<file path="config.mk">
export PLATFORM = sky130hd
export DESIGN_NAME = output_limit_ctrl
export DESIGN_NICKNAME = d
export VERILOG_FILES = /design/src/rtl/output_limit_ctrl_pkg.sv /design/src/rtl/output_limit_ctrl_updown_counter.sv /design/src/rtl/output_limit_ctrl.sv
export SDC_FILE = /design/constraint.sdc
export NUM_CORES = 1
export LEC_CHECK = 0
export CORE_ASPECT_RATIO = 1.5
export CORE_UTILIZATION = 30
export DETAILED_ROUTE_END_ITERATION = 8
export HOLD_SLACK_MARGIN = 0.12
export PLACE_DENSITY = 0.48
export SYNTH_ARGS = -nofsm -noshare
export SYNTH_HDL_FRONTEND = slang
export SYNTH_SLANG_ARGS = --single-unit
export TNS_END_PERCENT = 5
</file>
<file path="constraint.sdc">
create_clock -name IFCLK -period 4.32 [get_ports IFCLK]
set_input_delay 0.864 -clock IFCLK [delete_from_list [all_inputs] [get_ports IFCLK]]
set_output_delay 0.864 -clock IFCLK [all_outputs]
set_load 0.01 [all_outputs]
</file>
<file path="src/rtl/output_limit_ctrl_pkg.sv">
// Shared types and constants for the output-limit controller that gates
// hs IO reads from the application output FIFO.
package output_limit_ctrl_pkg;

    localparam int LIMIT_WIDTH_DEF = 16;
    localparam int AVAIL_WIDTH_DEF = 17;

    typedef enum logic {
        ST_IDLE = 1'b0,
        ST_SEND = 1'b1
    } state_t;

    // Vendor-command address of the register-output-limit request.
    localparam logic [7:0] VC_REG_OUTPUT_LIMIT = 8'h85;

endpackage

</file>
<file path="src/rtl/output_limit_ctrl_updown_counter.sv">
// Up/down word counter that saturates at all-ones and raises a sticky
// overflow flag when an increment arrives at the maximum.
module updown_counter #(
    parameter int WIDTH = 17
) (
    input  logic             clk,
    input  logic             rst,
    input  logic             inc,
    input  logic             dec,
    output logic [WIDTH-1:0] count,
    output logic             overflow
);

    always_ff @(posedge clk) begin
        if (rst) begin
            count    <= '0;
            overflow <= 1'b0;
        end else if (inc && !dec) begin
            if (count == '1) begin
                overflow <= 1'b1;
            end else begin
                count <= count + WIDTH'(1);
            end
        end else if (dec && !inc && (count != '0)) begin
            count <= count - WIDTH'(1);
        end
    end

endmodule

</file>
<file path="src/rtl/output_limit_ctrl.sv">
// Snapshots the buffered-word count on a register-limit strobe and then lets
// the hs IO FSM read exactly that many words from the output FIFO.
module output_limit_ctrl
    import output_limit_ctrl_pkg::*;
#(
    parameter int LIMIT_WIDTH = LIMIT_WIDTH_DEF,
    parameter int AVAIL_WIDTH = AVAIL_WIDTH_DEF
) (
    input  logic                   IFCLK,
    input  logic                   rst,
    input  logic                   output_mode_limit,
    input  logic                   reg_output_limit,
    input  logic                   fifo_wr_en,
    input  logic                   fifo_empty,
    input  logic                   rd_req,
    output logic                   fifo_rd_en,
    output logic [LIMIT_WIDTH-1:0] output_limit,
    output logic                   output_limit_not_done,
    output logic                   err_overflow,
    output logic                   state_dbg
);

    // Handshake: a word moves from the FIFO exactly in a cycle where
    // fifo_rd_en is high; rd_req is the hs IO's per-cycle request and
    // fifo_empty the FIFO's "no word available" flag.

    localparam logic [AVAIL_WIDTH-1:0] SNAP_MAX = AVAIL_WIDTH'({LIMIT_WIDTH{1'b1}});

    logic [AVAIL_WIDTH-1:0] avail;
    logic [LIMIT_WIDTH-1:0] snap;
    state_t                 state_q, state_d;
    logic [LIMIT_WIDTH-1:0] remaining_q, remaining_d;
    logic [LIMIT_WIDTH-1:0] limit_q, limit_d;
    logic                   not_done_q, not_done_d;

    updown_counter #(
        .WIDTH(AVAIL_WIDTH)
    ) u_avail (
        .clk     (IFCLK),
        .rst     (rst),
        .inc     (fifo_wr_en),
        .dec     (fifo_rd_en),
        .count   (avail),
        .overflow(err_overflow)
    );

    // The grant cannot exceed what output_limit can express.
    always_comb begin
        if (avail > SNAP_MAX) begin
            snap = '1;
        end else begin
            snap = avail[LIMIT_WIDTH-1:0];
        end
    end

    always_comb begin
        fifo_rd_en = 1'b0;
        if (!rst && rd_req && !fifo_empty) begin
            if (!output_mode_limit) begin
                fifo_rd_en = 1'b1;
            end else if ((state_q == ST_SEND) && (remaining_q != '0)) begin
                fifo_rd_en = 1'b1;
            end
        end
    end

    always_comb begin
        state_d     = state_q;
        remaining_d = remaining_q;
        limit_d     = limit_q;
        not_done_d  = not_done_q;
        case (state_q)
            ST_IDLE: begin
                if (reg_output_limit) begin
                    if (output_mode_limit) begin
                        limit_d     = snap;
                        remaining_d = snap;
                        if (snap != '0) begin
                            state_d    = ST_SEND;
                            not_done_d = 1'b1;
                        end
                    end else begin
                        limit_d = '0;
                    end
                end
            end
            ST_SEND: begin
                // Leaving limited mode abandons the grant; output_limit stays
                // so the host can still read what was granted.
                if (!output_mode_limit) begin
                    state_d     = ST_IDLE;
                    remaining_d = '0;
                    not_done_d  = 1'b0;
                end else if (fifo_rd_en) begin
                    remaining_d = remaining_q - LIMIT_WIDTH'(1);
                    if (remaining_q == LIMIT_WIDTH'(1)) begin
                        state_d    = ST_IDLE;
                        not_done_d = 1'b0;
                    end
                end
            end
            default: begin
                state_d = ST_IDLE;
            end
        endcase
    end

    always_ff @(posedge IFCLK) begin
        if (rst) begin
            state_q     <= ST_IDLE;
            remaining_q <= '0;
            limit_q     <= '0;
            not_done_q  <= 1'b0;
        end else begin
            state_q     <= state_d;
            remaining_q <= remaining_d;
            limit_q     <= limit_d;
            not_done_q  <= not_done_d;
        end
    end

    assign output_limit          = limit_q;
    assign output_limit_not_done = not_done_q;
    assign state_dbg             = state_q;

endmodule
</file>
=== Yosys cells after proc, flatten, opt, wreduce, memory -nomap -nowiden ===
Index checks and enable logic that the tools add are counted.

* Bitwise logic cells: 1
* $lt $le $gt $ge: 1
* Eq/ne operators: 8
* Add/subtract/negate cells: 3
* Multiplexer cells: 27
* Reduce and logical (&&, ||, !) cells: 19

{| class="wikitable"
|+ Operator list
! cell !! number
|-
| 2-to-1 mux 16 bit || 6
|-
| 2-to-1 mux 17 bit || 3
|-
| one-hot mux 16 bit (2 select lines) || 1
|-
| nonzero test 16 bit || 2
|-
| adder 17 x 1 -> 17 bit (second input constant) || 1
|-
| == test 17 bit (second input constant) || 1
|-
| > comparator 17 x 16 -> 1 bit (second input constant) || 1
|-
| nonzero test 17 bit || 1
|-
| subtractor 17 x 1 -> 17 bit (second input constant) || 1
|-
| == test 16 x 1 -> 1 bit (second input constant) || 1
|-
| subtractor 16 x 1 -> 16 bit (second input constant) || 1
|-
| 2-to-1 mux 1 bit || 15
|-
| inequality test 2 bit (second input constant) || 4
|-
| logical AND 1 bit || 6
|-
| inequality test 3 x 2 -> 1 bit (second input constant) || 2
|-
| AND reduction 2 bit || 3
|-
| AND reduction 5 bit || 1
|-
| zero test 1 bit || 4
|-
| one-hot mux 1 bit (2 select lines) || 2
|-
| AND reduction 3 bit || 1
|-
| nonzero test 2 bit || 1
|-
| NOT 1 bit || 1
|}

* Register bits: 52
* Output and inout port bits: 20

=== Depth between registers and ports, before layout ===
* Word-level depth: 9
* Mapped depth: 14
* Mapped depth without buffers: 14

=== Cells and area by module ===
From an unflattened synthesis, not the netlist that was laid out.

* Cells, all modules: 442
* Area total of the unflattened synthesis: 3,530.9 µm²

{| class="wikitable"
|+ By module, submodules not included
! module !! area an instance (µm²) !! cells each !! instances !! sequential area each (µm²)
|-
| output_limit_ctrl || 1,979.4 || 251 || 1 || 680.7
|-
| updown_counter || 1,551.5 || 191 || 1 || 360.3
|}

=== Worst setup path before layout ===
OpenSTA, ideal clock, no wires.

* Kind: register to register
* From: reg remaining_q[0]
* To: reg u_avail.count[14]
* Setup slack: 0.394 ns
* Data arrival time: 3.841 ns
* Required time: 4.234 ns
* Library setup time: 0.086 ns
* Buffers on the path: 0
* Clock period less this slack: 3.926 ns
* Cell stages (with the launch flop): 14
* Cell sequence: dfxtp_1 inv_1 ha_1 or3b_2 nor4b_4 a31o_4 nand2_1 ha_1 and3_1 a221o_1 a221oi_1 o21ai_0 xnor2_1 a211oi_1

* Longest elaborated chain between the ends: 9
* Elaborated cells between the ends (all ways): 13
* Classes of those cells: eq/ne (1); mux (4); reduce/logical (8)

{| class="wikitable"
|+ RTL lines
! item !! RTL line !! RTL
|-
| start: declaration || output_limit_ctrl.sv:32 || <nowiki>logic [LIMIT_WIDTH-1:0] remaining_q, remaining_d;</nowiki>
|-
| start signal: assignment || output_limit_ctrl.sv:116 || <nowiki>remaining_q <= remaining_d;</nowiki>
|-
| nonzero test 16 bit * || output_limit_ctrl.sv:61 || <nowiki>end else if ((state_q == ST_SEND) && (remaining_q != '0)) begin</nowiki>
|-
| logical AND 1 bit * || output_limit_ctrl.sv:61 ||
|-
| 2-to-1 mux 1 bit * || output_limit_ctrl.sv:61 ||
|-
| 2-to-1 mux 1 bit * || output_limit_ctrl.sv:59 || <nowiki>if (!output_mode_limit) begin</nowiki>
|-
| 2-to-1 mux 1 bit * || output_limit_ctrl.sv:58 || <nowiki>if (!rst && rd_req && !fifo_empty) begin</nowiki>
|-
| zero test 1 bit or logical AND 1 bit (tied branches) || output_limit_ctrl_updown_counter.sv:18, output_limit_ctrl_updown_counter.sv:24 ||
|-
| logical AND 1 bit, on equally long branches || output_limit_ctrl_updown_counter.sv:18, output_limit_ctrl_updown_counter.sv:24 ||
|-
| inequality test 2 bit (no source line) or nonzero test 2 bit (tied branches) || - ||
|-
| AND reduction 2 bit (no source line) || - ||
|-
| end signal: assignment || output_limit_ctrl_updown_counter.sv:22 || <nowiki>count <= count + WIDTH'(1);</nowiki>
|-
| end signal: assignment || output_limit_ctrl_updown_counter.sv:25 || <nowiki>count <= count - WIDTH'(1);</nowiki>
|-
| end: declaration || output_limit_ctrl_updown_counter.sv:10 || <nowiki>output logic [WIDTH-1:0] count,</nowiki>
|}

Every way passes the cells marked *; elsewhere a longest branch is shown, timed or not.
A chain may end at the register's enable or synchronous reset.

=== Worst setup path in the final report ===
* From: reg remaining_q[0]
* To: reg u_avail.count[13]

The elaborated chain is that of the path after synthesis.

==> run summary <==
DR WL/cell - 16.33 µm
count of state elements after synthesis - 52
Syn Inst Count - 439
H-tree levels - 2
Die ar. - 11190 µm²
Max Slew Vio Count - 0
Clock Sinks - 52
CTS tree - done
Seq/Total Area, Yosys - 32.24%
Req. time, crit path - 4490 ps
clock buffer depth - 2
Post-Synthesis Mean Instance Area - 7.356 µm²
M3 GR Usage - 2.357%
Max Freq - 0.2447 GHz
core area - 10530 µm²
synthesized netlist net count - 465
pin slew with the least headroom to its limit - 883.0 ps
Synth Flop Type - dfxtp_1
global route overflow - 0
Final Hold Viols - 0
Die X - 86.72 µm
Buf/Inv on CP - 2
Hold Path Class - flip-flop to flip-flop
Post-synth ARST share - 0%
1st-iter DRT viols - 155
outcome - finished clean
n_diodes - 0
Synth area leaders - dfxtp_1, nor2_1, a21oi_1
# DRC - 0
MaxCap Viol Count - 0
IO buf count - 26
post-DP HPWL - 7268 µm
Startpoint Class - flip-flop
setup slack, reg-to-reg - 230 ps
top cells by instance count after synthesis - nor2_1, nand2_1, a21oi_1, dfxtp_1, o21ai_0
final cycle utilization of the critical path - 94.60%
dpl ws - 156.6 ps
Via density - 5.313
R2R Path Start - remaining_q[0]$_SDFFE_PP0P_
largest net degree at the start of global routing - 55
worst hold path depth - 2
P_leak - 1.464 nW
Worst-path clk slew - 70 ps
synth-to-layout area growth - 18.71%
Hold Slack - 450.0 ps
gpl congestion - 0.7956
post-cts repair resize count - 0
Final Critical Period - 4087 ps
hold endpoint - output_limit[4]$_SDFFE_PP0P_
met2 usage - 34.50%
TritonRoute pass-1 iters - 5
ratio of cells with drive above 1 in the final layout - 6.911%
P per Cell Area - 451.5 nW/µm²
vias post-DR - 3225
worst-path fanout max - 12
Post-synth EDFFs - 0
FF-to-FF End - u_avail.count[13]$_SDFFE_PP0P_
Most common cell on crit path - ha_1
Setup crit end kind - flip-flop
Initial Util - 30.66%
Max VDD drop - 0.1639 mV
reg2reg path depth - 14
Global Route Usage Sum - 18.64%
Synth cell types - 62
Levels on crit path - 14
Final #Nets - 488
area leader, netlist - dfxtp_1
normalized max-slew margin - 40.99%
clock skew - 3.531 ps
drt total wl - 9913 µm
critical path cell sequence - inv_1 -> ha_1 -> or3b_2 -> nor4b_4 -> a31o_4 -> nand2_1 -> buf_4 -> ha_1 -> o211ai_1 -> a21boi_0 -> a31oi_1 -> nand2b_1 -> a2111oi_0 -> nor2_1
GRT busiest layer - met2
Critical Path Max Stage Delay - 540 ps
Hold Crit Start - output_limit[4]$_SDFFE_PP0P_
setup ws final - 233.1 ps
CP Data Arrival Time - 4260 ps
Sum Neg Setup Slack - 0 ps
count of hold-fix buffers inserted at cts - 0
global-route wire length before repair - 16030 µm
count leader, synth - nor2_1
postcts setup bufs - 0
vias in the first global route - 3125
number of buffers created by CTS - 5
unrepaired setup endpoints after global routing - false
IO Count - 27
critical path's slowest cell - a21boi_0
ANT nets after route - 0
worst skew pair latency - 290 ps
critical path class - flip-flop to flip-flop
met1 usage - 22.10%
setup violators final - 0
CP delay by family, top - compound AO/OA/AOI/OAI gates
antenna violations before repair - 0
die extent in y - 129.1 µm
num rows - 46
Synth top area share - 32.24%
clock root buffer - clkbuf_16
Synth Warn # - 0
mapped cell area - 3229 µm²
power by group:
| part | internal (mW) | switching [mW] | leakage (nW) |
|---|---|---|---|
| sequential | 0.536 | 0.0743 | 0.425 |
| clock | 0.273 | 0.183 | 0.0808 |
| combinational | 0.276 | 0.389 | 0.958 |
| total | 1.09 | 0.646 | 1.46 |
layout make-up:
type	instances	area (µm²)
Inverter	15	56.30
Clock inverter	2	35.03
Sequential cell	52	1041
Timing Repair Buffer	37	337.8
Fill cell	1160	6699
Tap cell	144	180.2
Clock buffer	6	128.9
Multi-Input combinational cell	351	2054
worst max path at each step:
| stage | end | slack, ps | startpoint |
|---|---|---|---|
| 5_1_grt | u_avail.count[13]$_SDFFE_PP0P_ | 50 | remaining_q[0]$_SDFFE_PP0P_ |
| 4_1_cts | u_avail.count[14]$_SDFFE_PP0P_ | 170 | remaining_q[0]$_SDFFE_PP0P_ |
| 3_3_place_gp | u_avail.count[14]$_SDFFE_PP0P_ | 180 | fifo_empty |
| 6_report | u_avail.count[13]$_SDFFE_PP0P_ | 230 | remaining_q[0]$_SDFFE_PP0P_ |
| 3_5_place_dp | u_avail.count[14]$_SDFFE_PP0P_ | 160 | fifo_empty |
| 2_1_floorplan | u_avail.count[14]$_SDFFE_PP0P_ | 390 | remaining_q[0]$_SDFFE_PP0P_ |
tightest hold or removal path, stage by stage (launching register included):
cell and delay [ps]:
dfxtp_1 310, nand2_1 50, a21oi_1 50
cells by family after synthesis:
logic type	after synthesis	synth area share, %
XOR/XNOR	10	2.712
flip-flops	52	32.24
adder cells (fa/ha/maj)	19	7.594
AO/OA/AOI/OAI	133	25.80
multiplexers	2	0.6586
buffers and inverters	36	4.339
AND/OR/NAND/NOR	187	26.66
per-stage QoR:
stage / instances / utilization [%] / cell area, µm² / power, mW
5_1_grt: 607 / 36.40 / 3834 / 1.849
3_3_place_gp: 599 / 34.78 / 3664 / 1.276
3_5_place_dp: 599 / 34.78 / 3664 / 1.279
6_report: 607 / 36.40 / 3834 / 1.731
4_1_cts: 607 / 36.34 / 3827 / 1.736
2_1_floorplan: 439 / - / 3229 / 1.072
flip-flops by register name, indices dropped and copies added (netlist names):
name	flops
output_limit	16
output_limit_not_done	1
remaining_q	16
state_dbg	1
u_avail.count	17
u_avail.overflow	1
cell usage in the layout (no fill, tap or decap), drive strengths merged, types with 4 or more instances in the layout:
| cell | count |
|---|---|
| a21o | 5 |
| nand4 | 6 |
| o22ai | 6 |
| dfxtp | 52 |
| o21ai | 27 |
| or4 | 4 |
| ha | 18 |
| buf | 12 |
| clkbuf | 6 |
| nand3 | 9 |
| xnor2 | 9 |
| nor4 | 8 |
| a31oi | 4 |
| a211oi | 6 |
| nand2 | 60 |
| a21oi | 52 |
| or3 | 4 |
| inv | 15 |
| clkdlybuf4s50 | 25 |
| nor2 | 73 |
| nor3 | 8 |
metal layers:
| metal | share of wire, % | vias up |
|---|---|---|
| met5 | 0 | - |
| met4 | 1.4 | 0 |
| met3 | 2.6 | 8 |
| met2 | 54 | 56 |
| met1 | 42 | 1533 |
| li1 | - | 1628 |
Power figures use the tool's default switching activity.
